[config.mk]
export PLATFORM = sky130hd
export DESIGN_NAME = sliding_window_agg
export DESIGN_NICKNAME = d
export VERILOG_FILES = /design/src/rtl/sw_agg_pkg.sv /design/src/rtl/sw_bucket_ring.sv /design/src/rtl/sliding_window_agg.sv
export SDC_FILE = /design/constraint.sdc
export NUM_CORES = 2
export LEC_CHECK = 0
export ABC_AREA = 0
export BUFFER_PORTS_ARGS = -buffer_cell sky130_fd_sc_hd__clkbuf_2
export CORE_ASPECT_RATIO = 1.4
export CORE_MARGIN = 2
export CORE_UTILIZATION = 40
export CTS_BUF_LIST = sky130_fd_sc_hd__clkbuf_8
export DETAILED_ROUTE_END_ITERATION = 16
export PLACE_DENSITY_LB_ADDON = 0.08
export SLEW_MARGIN = 20
export SYNTH_ARGS = -nofsm -noshare
export SYNTH_HDL_FRONTEND = slang
export SYNTH_SLANG_ARGS = --single-unit
[constraint.sdc]
create_clock -name clk -period 16.1 [get_ports clk]
set_input_delay 1.61 -clock clk [delete_from_list [all_inputs] [get_ports clk]]
set_output_delay 1.61 -clock clk [all_outputs]
set_load 0.02 [all_outputs]
[src/rtl/sw_agg_pkg.sv]
// Shared types and saturating arithmetic for the sliding-window aggregator.
// The helpers work on a wide intermediate, so ACC_W up to 126 and CNT_W up to 63 are supported.
`timescale 1ns/1ps
package sw_agg_pkg;

    typedef enum logic [1:0] {IDLE, SCAN, DONE} state_t;

    localparam int SAT_W = 128;

    function automatic int idx_width(input int n);
        return (n > 1) ? $clog2(n) : 1;
    endfunction

    // Signed add clamped to the w-bit two's-complement range.
    function automatic logic signed [SAT_W-1:0] sat_add_s(input logic signed [SAT_W-1:0] a,
                                                          input logic signed [SAT_W-1:0] b,
                                                          input int w);
        logic signed [SAT_W-1:0] s;
        logic signed [SAT_W-1:0] hi;
        logic signed [SAT_W-1:0] lo;
        s  = a + b;
        hi = ({{(SAT_W-1){1'b0}}, 1'b1} << (w - 1)) - 1;
        lo = -hi - 1;
        if (s > hi)
            return hi;
        else if (s < lo)
            return lo;
        return s;
    endfunction

    // Unsigned increment that sticks at 2^w-1.
    function automatic logic [63:0] sat_inc_u(input logic [63:0] c, input int w);
        logic [63:0] lim;
        lim = (64'd1 << w) - 64'd1;
        return (c >= lim) ? lim : c + 64'd1;
    endfunction

endpackage

[src/rtl/sw_bucket_ring.sv]
// Ring of committed buckets: commit writes the oldest slot, the scan reads any slot by index.
// win_full rises once NUM_BUCKETS commits have landed since reset.
`timescale 1ns/1ps
module sw_bucket_ring
    import sw_agg_pkg::*;
#(
    parameter int  NUM_BUCKETS = 4,
    parameter type bucket_t    = logic [7:0]
) (
    input  logic                               clk,
    input  logic                               rst,
    input  logic                               commit,
    input  bucket_t                            wr_data,
    input  logic [idx_width(NUM_BUCKETS)-1:0]  rd_idx,
    output bucket_t                            rd_data,
    output logic                               win_full
);
    localparam int IDX_W  = idx_width(NUM_BUCKETS);
    localparam int FULL_W = $clog2(NUM_BUCKETS + 1);

    bucket_t                ring_reg [NUM_BUCKETS];
    logic [IDX_W-1:0]       wr_ptr_reg;
    logic [FULL_W-1:0]      commits_reg;
    logic [NUM_BUCKETS-1:0] wr_en;

    for (genvar gi = 0; gi < NUM_BUCKETS; gi++) begin : g_wr_en
        assign wr_en[gi] = commit && (wr_ptr_reg == IDX_W'(gi));
    end

    always_ff @(posedge clk or negedge rst) begin
        if (!rst) begin
            for (int i = 0; i < NUM_BUCKETS; i++)
                ring_reg[i] <= '0;
            wr_ptr_reg  <= '0;
            commits_reg <= '0;
        end else begin
            for (int i = 0; i < NUM_BUCKETS; i++)
                if (wr_en[i])
                    ring_reg[i] <= wr_data;
            if (commit) begin
                wr_ptr_reg <= (wr_ptr_reg == IDX_W'(NUM_BUCKETS - 1)) ? '0 : wr_ptr_reg + 1'b1;
                if (commits_reg != FULL_W'(NUM_BUCKETS))
                    commits_reg <= commits_reg + 1'b1;
            end
        end
    end

    assign rd_data  = ring_reg[rd_idx];
    assign win_full = (commits_reg == FULL_W'(NUM_BUCKETS));

endmodule

[src/rtl/sliding_window_agg.sv]
// Event-fed sliding-window aggregator: events fold into an open bucket, each tick commits it
// to the ring and launches a one-entry-per-cycle scan producing sum, count, min and max.
`timescale 1ns/1ps
module sliding_window_agg
    import sw_agg_pkg::*;
#(
    parameter int DATA_W      = 64,
    parameter int NUM_BUCKETS = 4,
    parameter int CNT_W       = 16,
    parameter int ACC_W       = 72
) (
    input  logic                                     clk,
    input  logic                                     rst,
    input  logic                                     en,
    input  logic signed [DATA_W-1:0]                 in_data,
    input  logic                                     in_valid,
    input  logic                                     tick,
    output logic                                     out_valid,
    output logic signed [ACC_W-1:0]                  out_sum,
    output logic [CNT_W+$clog2(NUM_BUCKETS)-1:0]     out_count,
    output logic signed [DATA_W-1:0]                 out_min,
    output logic signed [DATA_W-1:0]                 out_max,
    output logic                                     out_empty,
    output logic                                     win_full,
    output logic                                     busy,
    output logic                                     overrun
);
    localparam int IDX_W  = idx_width(NUM_BUCKETS);
    localparam int WCNT_W = CNT_W + $clog2(NUM_BUCKETS);

    typedef struct packed {
        logic signed [ACC_W-1:0]  sum;
        logic [CNT_W-1:0]         count;
        logic signed [DATA_W-1:0] min;
        logic signed [DATA_W-1:0] max;
    } bucket_t;

    state_t                   state_reg, state_next;
    bucket_t                  open_reg, open_next, ring_rd;
    logic [IDX_W-1:0]         idx_reg;
    logic signed [ACC_W-1:0]  acc_sum_reg, scan_sum;
    logic [WCNT_W-1:0]        acc_cnt_reg, scan_cnt;
    logic signed [DATA_W-1:0] acc_min_reg, acc_max_reg, scan_min, scan_max;
    logic                     valid_reg, overrun_reg;
    logic                     last_idx;

    assign busy     = (state_reg != IDLE);
    assign last_idx = (idx_reg == IDX_W'(NUM_BUCKETS - 1));

    sw_bucket_ring #(
        .NUM_BUCKETS (NUM_BUCKETS),
        .bucket_t    (bucket_t)
    ) u_ring (
        .clk      (clk),
        .rst      (rst),
        .commit   (en && tick),
        .wr_data  (open_reg),
        .rd_idx   (idx_reg),
        .rd_data  (ring_rd),
        .win_full (win_full)
    );

    // A tick always (re)starts the scan, even mid-scan, so an interrupted result is discarded.
    always_comb begin
        state_next = state_reg;
        if (en) begin
            if (tick)
                state_next = SCAN;
            else begin
                case (state_reg)
                    SCAN:    if (last_idx) state_next = DONE;
                    DONE:    state_next = IDLE;
                    default: state_next = state_reg;
                endcase
            end
        end
    end

    always_ff @(posedge clk or negedge rst) begin
        if (!rst)
            state_reg <= IDLE;
        else
            state_reg <= state_next;
    end

    // An event arriving with the tick seeds the new bucket rather than the committed one.
    always_comb begin
        open_next = open_reg;
        if (tick) begin
            open_next = '0;
            if (in_valid) begin
                open_next.sum   = ACC_W'(in_data);
                open_next.count = CNT_W'(1);
                open_next.min   = in_data;
                open_next.max   = in_data;
            end
        end else if (in_valid) begin
            open_next.sum   = ACC_W'(sat_add_s(SAT_W'(open_reg.sum), SAT_W'(in_data), ACC_W));
            open_next.count = CNT_W'(sat_inc_u(64'(open_reg.count), CNT_W));
            if (open_reg.count == '0 || in_data < open_reg.min)
                open_next.min = in_data;
            if (open_reg.count == '0 || in_data > open_reg.max)
                open_next.max = in_data;
        end
    end

    // Empty buckets contribute nothing to min/max; the first non-empty one seeds them.
    always_comb begin
        scan_sum = ACC_W'(sat_add_s(SAT_W'(acc_sum_reg), SAT_W'(ring_rd.sum), ACC_W));
        scan_cnt = acc_cnt_reg + WCNT_W'(ring_rd.count);
        scan_min = acc_min_reg;
        scan_max = acc_max_reg;
        if (ring_rd.count != '0) begin
            if (acc_cnt_reg == '0 || ring_rd.min < acc_min_reg)
                scan_min = ring_rd.min;
            if (acc_cnt_reg == '0 || ring_rd.max > acc_max_reg)
                scan_max = ring_rd.max;
        end
    end

    always_ff @(posedge clk or negedge rst) begin
        if (!rst) begin
            open_reg    <= '0;
            idx_reg     <= '0;
            acc_sum_reg <= '0;
            acc_cnt_reg <= '0;
            acc_min_reg <= '0;
            acc_max_reg <= '0;
            out_sum     <= '0;
            out_count   <= '0;
            out_min     <= '0;
            out_max     <= '0;
            out_empty   <= 1'b0;
            valid_reg   <= 1'b0;
            overrun_reg <= 1'b0;
        end else begin
            valid_reg   <= 1'b0;
            overrun_reg <= 1'b0;
            if (en) begin
                open_reg <= open_next;
                if (tick) begin
                    overrun_reg <= busy;
                    idx_reg     <= '0;
                    acc_sum_reg <= '0;
                    acc_cnt_reg <= '0;
                    acc_min_reg <= '0;
                    acc_max_reg <= '0;
                end else if (state_reg == SCAN) begin
                    acc_sum_reg <= scan_sum;
                    acc_cnt_reg <= scan_cnt;
                    acc_min_reg <= scan_min;
                    acc_max_reg <= scan_max;
                    if (!last_idx)
                        idx_reg <= idx_reg + 1'b1;
                end else if (state_reg == DONE) begin
                    out_sum   <= acc_sum_reg;
                    out_count <= acc_cnt_reg;
                    out_min   <= acc_min_reg;
                    out_max   <= acc_max_reg;
                    out_empty <= (acc_cnt_reg == '0);
                    valid_reg <= 1'b1;
                end
            end
        end
    end

    assign out_valid = valid_reg && en;
    assign overrun   = overrun_reg && en;

endmodule

Word-level counts from Yosys, hierarchy flattened
Cells that the tools add are included.

Equality and inequality tests: 10. Mux-type cells: 46. Add/sub/neg operators: 7. Bitwise logic cells: 3. Reductions and logical operators: 34. $lt $le $gt $ge: 10.

Operator list (count): $mux W216 (5); $mux W64 (10); $mux W72 (8); $bmux W216 S2 (1); $gt A73 B72 Y1 const B (2); $lt A73 B72 Y1 const B (2); $gt A64 B64 Y1 (2); $lt A64 B64 Y1 (2); $add A72 B64 Y73 (1); $add A72 B72 Y73 (1); $mux W18 (2); $add A18 B16 Y18 (1); $logic_not A18 Y1 (1); $add A16 B1 Y16 const B (1); $ge A16 B16 Y1 const B (1); $logic_not A16 Y1 (1); $mux W16 (1); $reduce_bool A16 Y1 (1); $reduce_bool A2 Y1 (8); $mux W1 (12); $mux W2 (6); $reduce_and A3 Y1 (4); $reduce_and A4 Y1 (3); $eq A2 B2 Y1 const B (4); 15 further kinds (30).

Bits in registers: 1528. Bits of input ports: 69.

Longest topological paths before layout
Word-level depth: 11. Depth in mapped cells: 20. Depth with buffers taken out: 14.

Modules after synthesis
Synthesis repeated with hierarchy kept, for this count alone.

Cells, all modules: 6274. Area, all modules: 78840.6 µm².

By module, submodules not included: sliding_window_agg (cells each 4159, seq. area each 16490.8 µm², times used 1, area an instance 41258.3 µm²); sw_bucket_ring (cells each 2115, seq. area each 21745.9 µm², times used 1, area an instance 37582.3 µm²).

Worst setup path after synthesis
No wires, ideal clock.

Path type: register to register. Start point: reg idx_reg[0]. End point: reg acc_sum_reg[30]. Required time: 15984 ps. Library setup time: 116 ps. Arrival time: 5964 ps. Path slack: 10020 ps. Cell stages (with the launch flop): 21. Cells stage by stage: dfrtp_1 > buf_2 > buf_2 > buf_1 > clkbuf_1 > buf_1 > mux4_2 > ha_1 > clkbuf_1 > nand4_1 > or3_1 > nand3b_1 > a211oi_1 > o211ai_1 > a2111oi_2 > o21ai_0 > nand2_1 > xor2_2 > buf_2 > nand2b_1 > o311ai_0.

Cells in the longest elaborated chain, start to end: 11. Elaborated cells on any way between the ends: 13. Classes of those cells: add/sub (1); order compare (2); mux (9); bitwise (1).

RTL lines: start, declared (RTL line sliding_window_agg.sv:40) `logic [IDX_W-1:0] idx_reg;`; start signal, assigned (RTL line sliding_window_agg.sv:154) `idx_reg <= idx_reg + 1'b1;`; $not A2 Y3 (implied by the code) (*) (RTL line sw_bucket_ring.sv:48) `assign rd_data = ring_reg[rd_idx];`; $bmux W216 S2 (*) (RTL line sw_bucket_ring.sv:48); $mux W216 (implied by the code) (*) (2 in series) (RTL line sw_bucket_ring.sv:48); $add A72 B72 Y73 (*) (RTL line sw_agg_pkg.sv:21) `s = a + b;`; $lt A73 B72 Y1 (RTL line sw_agg_pkg.sv:26) `else if (s < lo)`; $mux W1 (RTL line sw_agg_pkg.sv:26); $mux W1 (RTL line sw_agg_pkg.sv:24) `if (s > hi)`; $mux W72 (*) (RTL line sw_agg_pkg.sv:28) `return s;`; $mux W72 (*) (RTL line sliding_window_agg.sv:148) `end else if (state_reg == SCAN) begin`; $mux W72 (*) (RTL line sliding_window_agg.sv:141) `if (tick) begin`; end signal, assigned (RTL line sliding_window_agg.sv:149) `acc_sum_reg <= scan_sum;`; end, declared (RTL line sliding_window_agg.sv:41) `logic signed [ACC_W-1:0] acc_sum_reg, scan_sum;`.

Mark *: on every way between the ends. The rest lies on a longest branch, timed or not. The select of a mux whose other input is x is not followed. A chain may end at the register's enable or synchronous reset.

Worst setup path after layout
Start point: reg idx_reg[0]. End point: reg acc_max_reg[43].

Cells in the longest elaborated chain, start to end: 8. Elaborated cells on any way between the ends: 14. Classes of those cells: order compare (1); mux (7); bitwise (1); reduce/logical (5).

RTL lines: $not A2 Y3 (implied by the code) (*) (RTL line sw_bucket_ring.sv:48); $bmux W216 S2 (*) (RTL line sw_bucket_ring.sv:48); $mux W216 (implied by the code) (*) (2 in series) (RTL line sw_bucket_ring.sv:48); $gt A64 B64 Y1 or $mux W64 (tied branches) (RTL line sliding_window_agg.sv:116) `if (acc_cnt_reg == '0 || ring_rd.max > acc_max_reg)`; $logic_or A1 B1 Y1 or $mux W64 (tied branches) (RTL line sliding_window_agg.sv:116, sliding_window_agg.sv:113); $reduce_bool A2 Y1 (no source line) or $mux W64 (tied branches); $reduce_and A4 Y1 (no source line) or $mux W64 (tied branches); end signal, assigned (RTL line sliding_window_agg.sv:152) `acc_max_reg <= scan_max;`; end, declared (RTL line sliding_window_agg.sv:43) `logic signed [DATA_W-1:0] acc_min_reg, acc_max_reg, scan_min, scan_max;`.

Marked as above.

==> impl_metrics.env <==
export IMPL_status="completed"
export IMPL_use_met3=0.0327
export IMPL_setup_violations=0
export IMPL_synth_top_cells_by_area="dfrtp_1 (49%), mux2_2 (8.2%), ha_1 (6.7%), mux4_2 (6.2%), o21ai_0 (4.7%)"
export IMPL_powerDensity_nw_per_um2=200
export IMPL_slew_headroom=0.216
export IMPL_grt_pass1_wl_um=369000
export IMPL_num_vias=57100
export IMPL_initial_utilization=0.402
export IMPL_synth_seq_area_share=0.487
export IMPL_hold_path_startpoint="u_ring.commits_reg[2]"
export IMPL_drt_wirelength_per_cell_um=23.9
export IMPL_maxCapViolations=0
export IMPL_synth_top_area_frac=0.487
export IMPL_synthesis_nets=7557
export IMPL_htreeDepth=5
export IMPL_dpl_instance_area_um2=82300
export IMPL_ant_nets=0
export IMPL_synth_cells_most_frequent="dfrtp_1 (1528), nand2_1 (814), o21ai_0 (740), mux2_2 (572), ha_1 (423)"
export IMPL_crit_path_end_kind="flip-flop"
export IMPL_min_path_cells=1
export IMPL_pin_count=292
export IMPL_yosys_area_top_type="dfrtp_1"
export IMPL_grt_usage=0.240
export IMPL_grt_max_degree=166
export IMPL_worst_pin_slew_ns=1.18
export IMPL_clockRootBuffer="clkbuf_8"
export IMPL_core_um2=195000
export IMPL_synth_compound_area_frac=0.156
export IMPL_design_area_um2=87500
export IMPL_syn_inst=7062
export IMPL_netlist_area_um2=78500
export IMPL_r2r_cells=16
export IMPL_synthArstFlopShare=1.00
export IMPL_yosys_area_share_adder=0.0687
export IMPL_synth_xor_area_share=0.0168
export IMPL_postCtsSetupRepairBufs=0
export IMPL_antenna_found_initial=13
export IMPL_cts_sinks=1528
export IMPL_first_global_vias=58800
export IMPL_finalCritPeriodShare=0.466
export IMPL_ys_seq_elements=1528
export IMPL_p_leak_nw=41.4
export IMPL_syn_area_per_cell_um2=11.1
export IMPL_hold_end="u_ring.commits_reg[2]"
export IMPL_drt_wl_total_um=241000
export IMPL_via_per_inst=5.68
export IMPL_drcViolationCount=0
export IMPL_numPortBuffers=291
export IMPL_grt_ovfl_total=0
export IMPL_crit_type="reg -> reg"
export IMPL_hp_class="reg -> reg"
export IMPL_synth_ff_type="dfrtp_1"
export IMPL_drive_above_1_share=0.224
export IMPL_place_congestion=0.909
export IMPL_dr_pass1_iters=6
export IMPL_synth_top_family_by_area="compound AO/OA/AOI/OAI gates"
export IMPL_synth_distinct_cells=89
export IMPL_path_max_fanout=39
export IMPL_fmax_ghz=0.133
export IMPL_setup_tns_ns=0
export IMPL_use_met2=0.400
export IMPL_dp_hpwl_um=165000
export IMPL_synth_simple_area_share=0.0869
export IMPL_synthMuxAreaShare=0.145
export IMPL_reg2reg_slack_ns=8.59
export IMPL_r2r_end="acc_max_reg[43]"
export IMPL_synth_edf_count=0
export IMPL_largest_reg_flops=864
export IMPL_r2r_start="idx_reg[0]"
export IMPL_ys_warn_count=0
export IMPL_die_h_um=528
export IMPL_cts_buffers=269
export IMPL_arrival_ns=8.36
export IMPL_clock_path_buffers=4
export IMPL_chipWidth_um=378
export IMPL_drt_initial_drc_count=3905
export IMPL_use_met1=0.325
export IMPL_cts_resized=0
export IMPL_skew_ns=0.0445
export IMPL_hold_violations=0
export IMPL_holdBufCountCts=0
export IMPL_nNetsFinal=7747
export IMPL_peakVddDrop_v=0.000109
export IMPL_syn2layout_area_growth_pct=11.6
export IMPL_tritoncts="done"
export IMPL_clk_pin_slew_ns=0.06
export IMPL_busiest_layer="met2"
export IMPL_synth_most_common_cell="dfrtp_1"
export IMPL_post_route_min_period_ns=7.51
export IMPL_insertion_delay_ns=0.92
export IMPL_finalMaxSlewViolations=0
export IMPL_rows=192
export IMPL_startpoint_type="flip-flop"
export IMPL_critical_path_required_ns=16.95
export IMPL_startpoint="idx_reg[0]"
export IMPL_dieArea_um2=200000
export IMPL_rsz0062_at_grt="no"
-- power by group --
part	leakage (nW)	internal [mW]	switching, mW
clock	2.97	1.94	1.65
combinational	18.5	3.27	4.52
sequential	19.9	5.15	0.980
-- worst max-delay path, cell delays in order, from the launching register on --
cell and delay [ns]:
dfrtp_4 0.72, buf_4 0.78, buf_4 0.75, mux4_2 0.64, ha_1 0.32, nand4_1 0.14
nor2_1 0.21, nand2_1 0.11, or3_1 0.39, or3_4 0.41, or4_4 0.58, nor4_4 0.30
nor3_1 0.10, mux2i_1 0.31, a21bo_2 0.75, buf_4 0.51, a22o_2 0.22
-- through the flow --
stage	hold slack (ns)	utilization	instances	setup WS (ns)	total power [mW]
2_1_floorplan	0.437	-	7062	10.02	11.5
3_3_place_gp	0.454	0.421	9598	8.12	13.9
3_5_place_dp	0.459	0.421	9599	8.43	14.0
4_1_cts	0.467	0.448	10000	8.42	17.7
5_1_grt	0.492	0.448	10000	8.08	18.8
6_report	0.462	0.448	10000	8.59	17.5
-- cells by family (layout without fill, tap and decap cells) --
group,count (synthesis),after routing
buffers and inverters,777,1140
flip-flops,1528,1528
multiplexers,791,791
AO/OA/AOI/OAI,1878,1878
other,0,4
AND/OR/NAND/NOR,1508,1508
XOR/XNOR,150,150
adder cells (fa/ha/maj),430,430
-- routing by layer --
layer,vias to the layer above,share of wire
li1,26200,-
met3,376,0.042
met2,1363,0.48
met4,12,0.027
met1,29100,0.45
met5,-,0.00030
-- placed cells by master, fill, tap and decap left out, types with 15 or more instances in the layout --
cell	Yosys	routed
nand3_1	139	139
mux2_2	572	571
clkbuf_8	2	335
o21a_1	35	35
and3_1	23	22
and2_1	25	23
xnor2_1	88	88
inv_1	306	380
dfrtp_1	1528	1526
buf_4	0	89
clkbuf_2	1	290
nand2_1	814	809
a31oi_1	23	23
nor2b_1	30	30
o21ai_0	740	738
a211oi_1	24	23
a22o_1	144	144
nand2b_1	22	21
a222oi_1	39	39
o211ai_1	103	103
xor2_1	61	61
or2_2	15	15
a21o_1	193	193
a22oi_1	15	15
o21bai_1	47	47
nor3_1	41	41
nor2_1	175	173
a22o_2	63	63
a21oi_1	257	257
nand4_1	164	164
nor4_1	22	22
a32oi_1	66	66
ha_1	423	423
o31ai_1	17	17
clkinv_2	0	20
mux4_2	215	215
-- area by class of cell --
cell class	instances	area (um^2)
diodes	4	10.0
fillers	18500	108000
clock buffers	335	4610
clock inverters	109	609
flip-flops and latches	1528	38200
well taps	2619	3280
inverters	306	1150
repair buffers	390	2340
multi-input cells	4757	37300
-- how the worst max path moves through the flow --
stage | end | cells after the start
finish | acc_max_reg[43] | 16
global placement | acc_sum_reg[30] | 15
floorplan | acc_sum_reg[30] | 20
global route | acc_max_reg[49] | 16
detailed placement | acc_max_reg[52] | 16
CTS | acc_max_reg[52] | 16
(Power assumes the default switching activity.)
